`config.mk`:
```
export PLATFORM = sky130hd
export DESIGN_NAME = sudoku_report_tx
export DESIGN_NICKNAME = d
export VERILOG_FILES = /design/src/rtl/sudoku_report_pkg.sv /design/src/rtl/uart_tx_byte.sv /design/src/rtl/sudoku_report_tx.sv
export SDC_FILE = /design/constraint.sdc
export NUM_CORES = 1
export LEC_CHECK = 0
export ABC_AREA = 1
export CAP_MARGIN = 25
export CORE_ASPECT_RATIO = 0.5
export CORE_UTILIZATION = 43
export CTS_CLUSTER_SIZE = 14
export DETAILED_ROUTE_END_ITERATION = 6
export MAX_ROUTING_LAYER = met4
export PLACE_DENSITY_LB_ADDON = 0.08
export REMOVE_ABC_BUFFERS = 1
export SLEW_MARGIN = 30
export SYNTH_ARGS = -nofsm -noshare
export SYNTH_HDL_FRONTEND = slang
export SYNTH_SLANG_ARGS = --single-unit
export TNS_END_PERCENT = 5
```
`constraint.sdc`:
```
create_clock -name clk -period 6 [get_ports clk]
set_clock_uncertainty 0.2 [all_clocks]
set_input_delay 1.2 -clock clk [delete_from_list [all_inputs] [get_ports clk]]
set_output_delay 1.2 -clock clk [all_outputs]
set_load 0.02 [all_outputs]
```
`src/rtl/sudoku_report_pkg.sv`:
```
// Shared constants, FSM encoding and ASCII helpers for the sudoku report
// transmitter.
package sudoku_report_pkg;

   localparam int MSG_LEN       = 24;
   localparam int BITS_PER_CHAR = 10;

   localparam logic [7:0] CH_C  = 8'h43;
   localparam logic [7:0] CH_W  = 8'h57;
   localparam logic [7:0] CH_T  = 8'h54;
   localparam logic [7:0] CH_EQ = 8'h3D;
   localparam logic [7:0] CH_SP = 8'h20;
   localparam logic [7:0] CH_CR = 8'h0D;
   localparam logic [7:0] CH_LF = 8'h0A;

   typedef logic [1:0] tx_state_t;
   localparam tx_state_t ST_IDLE  = 2'd0;
   localparam tx_state_t ST_START = 2'd1;
   localparam tx_state_t ST_DATA  = 2'd2;
   localparam tx_state_t ST_STOP  = 2'd3;

   // 'A' (0x41) is 0x37 + 10, so one offset covers all letter digits.
   function automatic logic [7:0] hex_ascii(input logic [3:0] nib);
      hex_ascii = (nib < 4'd10) ? (8'h30 + {4'd0, nib}) : (8'h37 + {4'd0, nib});
   endfunction

endpackage

```
`src/rtl/uart_tx_byte.sv`:
```
// 8N1 byte serializer. A frame starts on i_valid && o_ready; the byte itself
// is sampled at the end of the start bit, so the caller may update its
// character selection on the accept edge.
module uart_tx_byte
   import sudoku_report_pkg::*;
#(
   parameter int CLK_DIV = 434
) (
   input  logic       clk,
   input  logic       rst,
   input  logic       i_valid,
   input  logic [7:0] i_data,
   output logic       o_ready,
   output logic       o_txd
);

   tx_state_t   r_state;
   logic [15:0] r_baud;
   logic [2:0]  r_bit;
   logic [7:0]  r_shift;
   logic        r_txd;
   logic        w_wrap;
   logic        w_accept;

   assign w_wrap   = (r_baud == 16'(CLK_DIV - 1));
   // Ready on the last stop-bit cycle too, so characters run back to back.
   assign o_ready  = (r_state == ST_IDLE) || ((r_state == ST_STOP) && w_wrap);
   assign w_accept = i_valid && o_ready;
   assign o_txd    = r_txd;

   always_ff @(posedge clk or posedge rst) begin
      if (rst) begin
         r_state <= ST_IDLE;
         r_baud  <= '0;
         r_bit   <= '0;
         r_txd   <= 1'b1;
      end else if (w_accept) begin
         r_state <= ST_START;
         r_baud  <= '0;
         r_txd   <= 1'b0;
      end else if (r_state != ST_IDLE) begin
         r_baud <= w_wrap ? 16'd0 : r_baud + 16'd1;
         if (w_wrap) begin
            case (r_state)
               ST_START: begin
                  r_state <= ST_DATA;
                  r_bit   <= '0;
                  r_txd   <= i_data[0];
               end
               ST_DATA: begin
                  if (r_bit == 3'd7) begin
                     r_state <= ST_STOP;
                     r_txd   <= 1'b1;
                  end else begin
                     r_bit <= r_bit + 3'd1;
                     r_txd <= r_shift[0];
                  end
               end
               default: begin
                  r_state <= ST_IDLE;
                  r_txd   <= 1'b1;
               end
            endcase
         end
      end
   end

   always_ff @(posedge clk) begin
      if ((r_state == ST_START) && w_wrap)
         r_shift <= {1'b1, i_data[7:1]};
      else if ((r_state == ST_DATA) && w_wrap)
         r_shift <= {1'b1, r_shift[7:1]};
   end

endmodule

```
`src/rtl/sudoku_report_tx.sv`:
```
// Snapshots the sudoku checker counters on an auto or manual trigger and
// sends them as one ASCII line "C=ccc W=www T=tttttttt\r\n" over 8N1 UART.
module sudoku_report_tx
   import sudoku_report_pkg::*;
#(
   parameter int CLK_DIV     = 434,
   parameter int NUM_PUZZLES = 100
) (
   input  logic        clk,
   input  logic        rst,
   input  logic [9:0]  num_correct,
   input  logic [9:0]  num_wrong,
   input  logic [31:0] cycles,
   input  logic        report_req,
   output logic        txd,
   output logic        busy,
   output logic        done
);

   logic        r_busy;
   logic        r_done;
   logic        r_pending;
   logic        r_armed;
   logic [4:0]  r_idx;
   logic [9:0]  r_snap_c;
   logic [9:0]  r_snap_w;
   logic [31:0] r_snap_t;

   logic [10:0] w_total;
   logic        w_auto;
   logic        w_trig;
   logic        w_ready;
   logic        w_char_end;
   logic        w_line_end;
   logic        w_next_char;
   logic        w_start;
   logic        w_valid;
   logic [7:0]  w_char;
   logic        w_txd;

   assign w_total = {1'b0, num_correct} + {1'b0, num_wrong};
   assign w_auto  = r_armed && (w_total >= 11'(NUM_PUZZLES));
   assign w_trig  = w_auto || report_req;

   // While busy the serializer is only ready at the end of a stop bit.
   assign w_char_end  = r_busy && w_ready;
   assign w_line_end  = w_char_end && (r_idx == 5'(MSG_LEN - 1));
   assign w_next_char = w_char_end && !w_line_end;
   assign w_start     = (!r_busy && w_trig) || (w_line_end && (r_pending || w_trig));
   assign w_valid     = w_start || w_next_char;

   always_ff @(posedge clk or posedge rst) begin
      if (rst) begin
         r_busy    <= 1'b0;
         r_done    <= 1'b0;
         r_pending <= 1'b0;
         r_armed   <= 1'b1;
         r_idx     <= '0;
      end else begin
         r_done <= w_line_end;
         if (w_auto)
            r_armed <= 1'b0;
         if (w_start) begin
            r_busy    <= 1'b1;
            r_idx     <= '0;
            r_pending <= 1'b0;
         end else if (w_line_end) begin
            r_busy <= 1'b0;
         end else begin
            if (w_next_char)
               r_idx <= r_idx + 5'd1;
            if (r_busy && w_trig)
               r_pending <= 1'b1;
         end
      end
   end

   always_ff @(posedge clk) begin
      if (w_start) begin
         r_snap_c <= num_correct;
         r_snap_w <= num_wrong;
         r_snap_t <= cycles;
      end
   end

   always_comb begin
      w_char = CH_LF;
      case (r_idx)
         5'd0:  w_char = CH_C;
         5'd1:  w_char = CH_EQ;
         5'd2:  w_char = hex_ascii({2'b00, r_snap_c[9:8]});
         5'd3:  w_char = hex_ascii(r_snap_c[7:4]);
         5'd4:  w_char = hex_ascii(r_snap_c[3:0]);
         5'd5:  w_char = CH_SP;
         5'd6:  w_char = CH_W;
         5'd7:  w_char = CH_EQ;
         5'd8:  w_char = hex_ascii({2'b00, r_snap_w[9:8]});
         5'd9:  w_char = hex_ascii(r_snap_w[7:4]);
         5'd10: w_char = hex_ascii(r_snap_w[3:0]);
         5'd11: w_char = CH_SP;
         5'd12: w_char = CH_T;
         5'd13: w_char = CH_EQ;
         5'd14: w_char = hex_ascii(r_snap_t[31:28]);
         5'd15: w_char = hex_ascii(r_snap_t[27:24]);
         5'd16: w_char = hex_ascii(r_snap_t[23:20]);
         5'd17: w_char = hex_ascii(r_snap_t[19:16]);
         5'd18: w_char = hex_ascii(r_snap_t[15:12]);
         5'd19: w_char = hex_ascii(r_snap_t[11:8]);
         5'd20: w_char = hex_ascii(r_snap_t[7:4]);
         5'd21: w_char = hex_ascii(r_snap_t[3:0]);
         5'd22: w_char = CH_CR;
         default: w_char = CH_LF;
      endcase
   end

   uart_tx_byte #(
      .CLK_DIV (CLK_DIV)
   ) u_tx (
      .clk     (clk),
      .rst     (rst),
      .i_valid (w_valid),
      .i_data  (w_char),
      .o_ready (w_ready),
      .o_txd   (w_txd)
   );

   assign txd  = w_txd;
   assign busy = r_busy;
   assign done = r_done;

endmodule

```
==> impl_metrics.tcl <==
set metrics [dict create \
    synthArstFlopShare_pct 34.4 \
    worst_pin_slew_ns 0.618 \
    grt-ovfl-total 0 \
    ys_top_cells_by_area "edfxtp_1 (30%), dfrtp_1 (12%), nand2_1 (9.4%)" \
    drive_above_1_share_pct 5.66 \
    finalSetupTns_ns 0 \
    synth.most_common_cell "nand2_1" \
    seq_area_frac_synth_pct 42.5 \
    clock_sinks 90 \
    p_leak_nw 3.17 \
    crit_required_ns 5.84 \
    ctsHoldBuffers 0 \
    min_period_ns 4.26 \
    cts_buffers 9 \
    gp_congestion 0.948 \
    avgRoutedWirePerCell_um 14.7 \
    power_density_nw_per_um2 184 \
    grt_antenna_before_repair 0 \
    synthMuxAreaShare_pct 0 \
    yosys.area.top_type "edfxtp_1" \
    cts_resized 0 \
    period_share_pct 71.1 \
    nets 899 \
    grt_max_degree 36 \
    synth_top_family_by_area "simple AND/OR/NAND/NOR gates" \
    drv_cap 0 \
    synth_simple_gate_area_share_pct 25.2 \
    synth-edff-count 59 \
    ys_warn_count 0 \
    start_util_pct 44.2 \
    netlist_top_cells_count "nand2_1 (151), inv_1 (130), nor2_1 (80), edfxtp_1 (59), o21ai_0 (42)" \
    grt_pass1_vias 4809 \
    n_antenna_cell 0 \
    area_growth_pct 18.1 \
    post-route-drc-count 0 \
    end_kind "flip-flop" \
    cts-root-buf "clkbuf_16" \
    io-pin-count 58 \
    h-tree-depth 3 \
    pre_cts_slack_ns 1.37 \
    via_per_inst 5.20 \
    cts_tree "yes" \
    status "finished clean" \
    track_usage_pct 22.1 \
    die_y_um 85.5 \
    syn_area_per_cell_sq_um 8.09 \
    synth-xor-area-share_pct 2.48 \
    post_cts_buffers 0 \
    hold_violations 0 \
    core.rowCount 30 \
    grt_first_pass_wirelength_um 24100 \
    fin_ws_ns 1.74 \
    die_width_um 169 \
    dr.pass1.iters 5 \
    vias 5229 \
    ys_seq_elements 90 \
    max_freq_mhz 235 \
    worstPathMaxFanout 35 \
    slew_headroom_pct 58.5 \
    hp-class "reg -> reg" \
    insertion_delay_ns 0.35 \
    core-area_sq_um 13600 \
    drt-total-wl_um 14800 \
    power_mw 1.31 \
    netlist_area_sq_um 6000 \
    worstSetupPathType "in -> reg" \
    synth_top_area_share_pct 29.5 \
    ant_nets 0 \
    dieArea_sq_um 14500 \
    post-dp-hpwl_um 11800 \
    critPathArrivalTime_ns 4.10 \
    synthAdderAreaFrac_pct 7.63 \
    synth_ff_type "edfxtp_1" \
    port_buffers 57 \
    finalMaxSlewViolations 0 \
    setup_violations 0 \
    startpoint_type "input pin" \
    rsz0062_at_grt "no" \
    synth-compound-area-share_pct 13.4 \
    vdd_ir_drop_max_v 0.000130 \
    path_clk_slew_ns 0.06 \
    drt_iter0_drc 385 \
    synth.distinct_cells 48 \
    fillCellCount 1353 \
    syn_inst 742 \
    clockBufferDepth 2 \
]
[metal layers]
metal | vias up | part of all wire, % | wire length (um) | GRT usage, %
li1 | 2658 | - | - | -
met1 | 2410 | 49 | 7300 | 31.0
met2 | 142 | 43 | 6300 | 32.2
met3 | 19 | 6.4 | 946 | 5.26
met4 | 0 | 1.5 | 216 | 5.49
met5 | - | 0 | 0 | -
[placed cells by master (no fill, tap or decap), drive strengths merged]
| cell type | synthesis | routed |
|---|---|---|
| buf | 3 | 2 |
| nor4 | 12 | 12 |
| nand3b | 7 | 7 |
| xnor2 | 1 | 1 |
| o21bai | 1 | 1 |
| a22o | 2 | 2 |
| o2111ai | 5 | 5 |
| a41oi | 1 | 1 |
| o21a | 1 | 1 |
| o211ai | 9 | 9 |
| nor3b | 1 | 1 |
| nand3 | 42 | 42 |
| a221oi | 3 | 3 |
| clkinvlp | 0 | 1 |
| dfstp | 2 | 2 |
| nand4 | 23 | 23 |
| inv | 132 | 136 |
| dfrtp | 29 | 29 |
| a21oi | 29 | 29 |
| o221ai | 4 | 4 |
| a2111oi | 2 | 2 |
| a22oi | 1 | 1 |
| edfxtp | 59 | 59 |
| nor2 | 80 | 80 |
| o21ai | 57 | 57 |
| ha | 35 | 35 |
| clkdlybuf4s50 | 0 | 57 |
| o31ai | 1 | 1 |
| or2 | 2 | 2 |
| o22ai | 6 | 6 |
| a32oi | 1 | 1 |
| a211oi | 5 | 5 |
| clkbuf | 1 | 11 |
| nor4b | 1 | 1 |
| xor2 | 16 | 16 |
| nor3 | 11 | 11 |
| nand2 | 156 | 156 |
| fa | 1 | 1 |
[kinds of logic after synthesis]
logic type               Yosys count
XOR/XNOR                          17
AO/OA/AOI/OAI                    128
flip-flops                        90
AND/OR/NAND/NOR                  335
adder cells (fa/ha/maj)           36
buffers and inverters            136
[metrics by stage]
stage               instance area, sq um  hold slack (ns)  cells  utilization, %
floorplan                           5970            0.224    738               -
global placement                    6810            0.234    989            50.1
detailed placement                  6810            0.234    989            50.1
CTS                                 7090            0.244   1005            52.2
global route                        7090            0.249   1005            52.2
finish                              7090            0.243   1005            52.2
[path summary, 6_finish.rpt]
check,from,end,slack (ns),cells past startpoint
worst min register to register,r_armed,r_armed,0.24,2
max in group asynchronous,rst,r_armed,4.23,3
min in group asynchronous,rst,u_tx.r_bit[2],1.03,3
worst max register to register,u_tx.r_state[1],r_snap_w[9],3.00,9
worst min-delay path,r_armed,r_armed,0.24,2
worst max-delay path,num_correct[0],r_snap_w[9],1.74,17
[critical path, cell delays in order]
cell             delay (ns)
clkdlybuf4s50_1        0.42
ha_1                   0.28
fa_1                   0.45
nand3_1                0.13
nand2_1                0.09
nand2_1                0.06
nand2_1                0.05
nand3_1                0.06
nand3_1                0.08
nand2_1                0.06
inv_1                  0.04
nand2_1                0.13
nand2_1                0.09
nand3_1                0.09
nand2_2                0.10
nand2_2                0.44
buf_12                 0.29
[where the power goes]
part           switching, mW  leakage (nW)  total, mW  internal [mW]
registers                  0         0.897      0.661          0.661
clock network          0.245         0.141      0.545          0.299
logic                 0.0476          2.13     0.0996         0.0520
[sequential cells by signal (all words and copies together) (netlist names)]
register	flops
u_tx.r_baud	16
r_snap_c	10
r_armed	1
done	1
r_snap_t	32
busy	1
u_tx.r_bit	3
u_tx.r_state	2
u_tx.o_txd	1
r_pending	1
u_tx.r_shift	7
r_snap_w	10
r_idx	5
[area by class of cell]
cell class                      count  area [sq um]  area share, %
Multi-Input combinational cell    516          2930           41.3
Sequential cell                    90          2550           36.0
Timing Repair Buffer               59           598           8.43
Inverter                          132           495           6.99
Clock buffer                       11           246           3.48
Tap cell                          192           240           3.39
Clock inverter                      5          35.0          0.494
No activity file was read; power rests on OpenSTA's default activity.
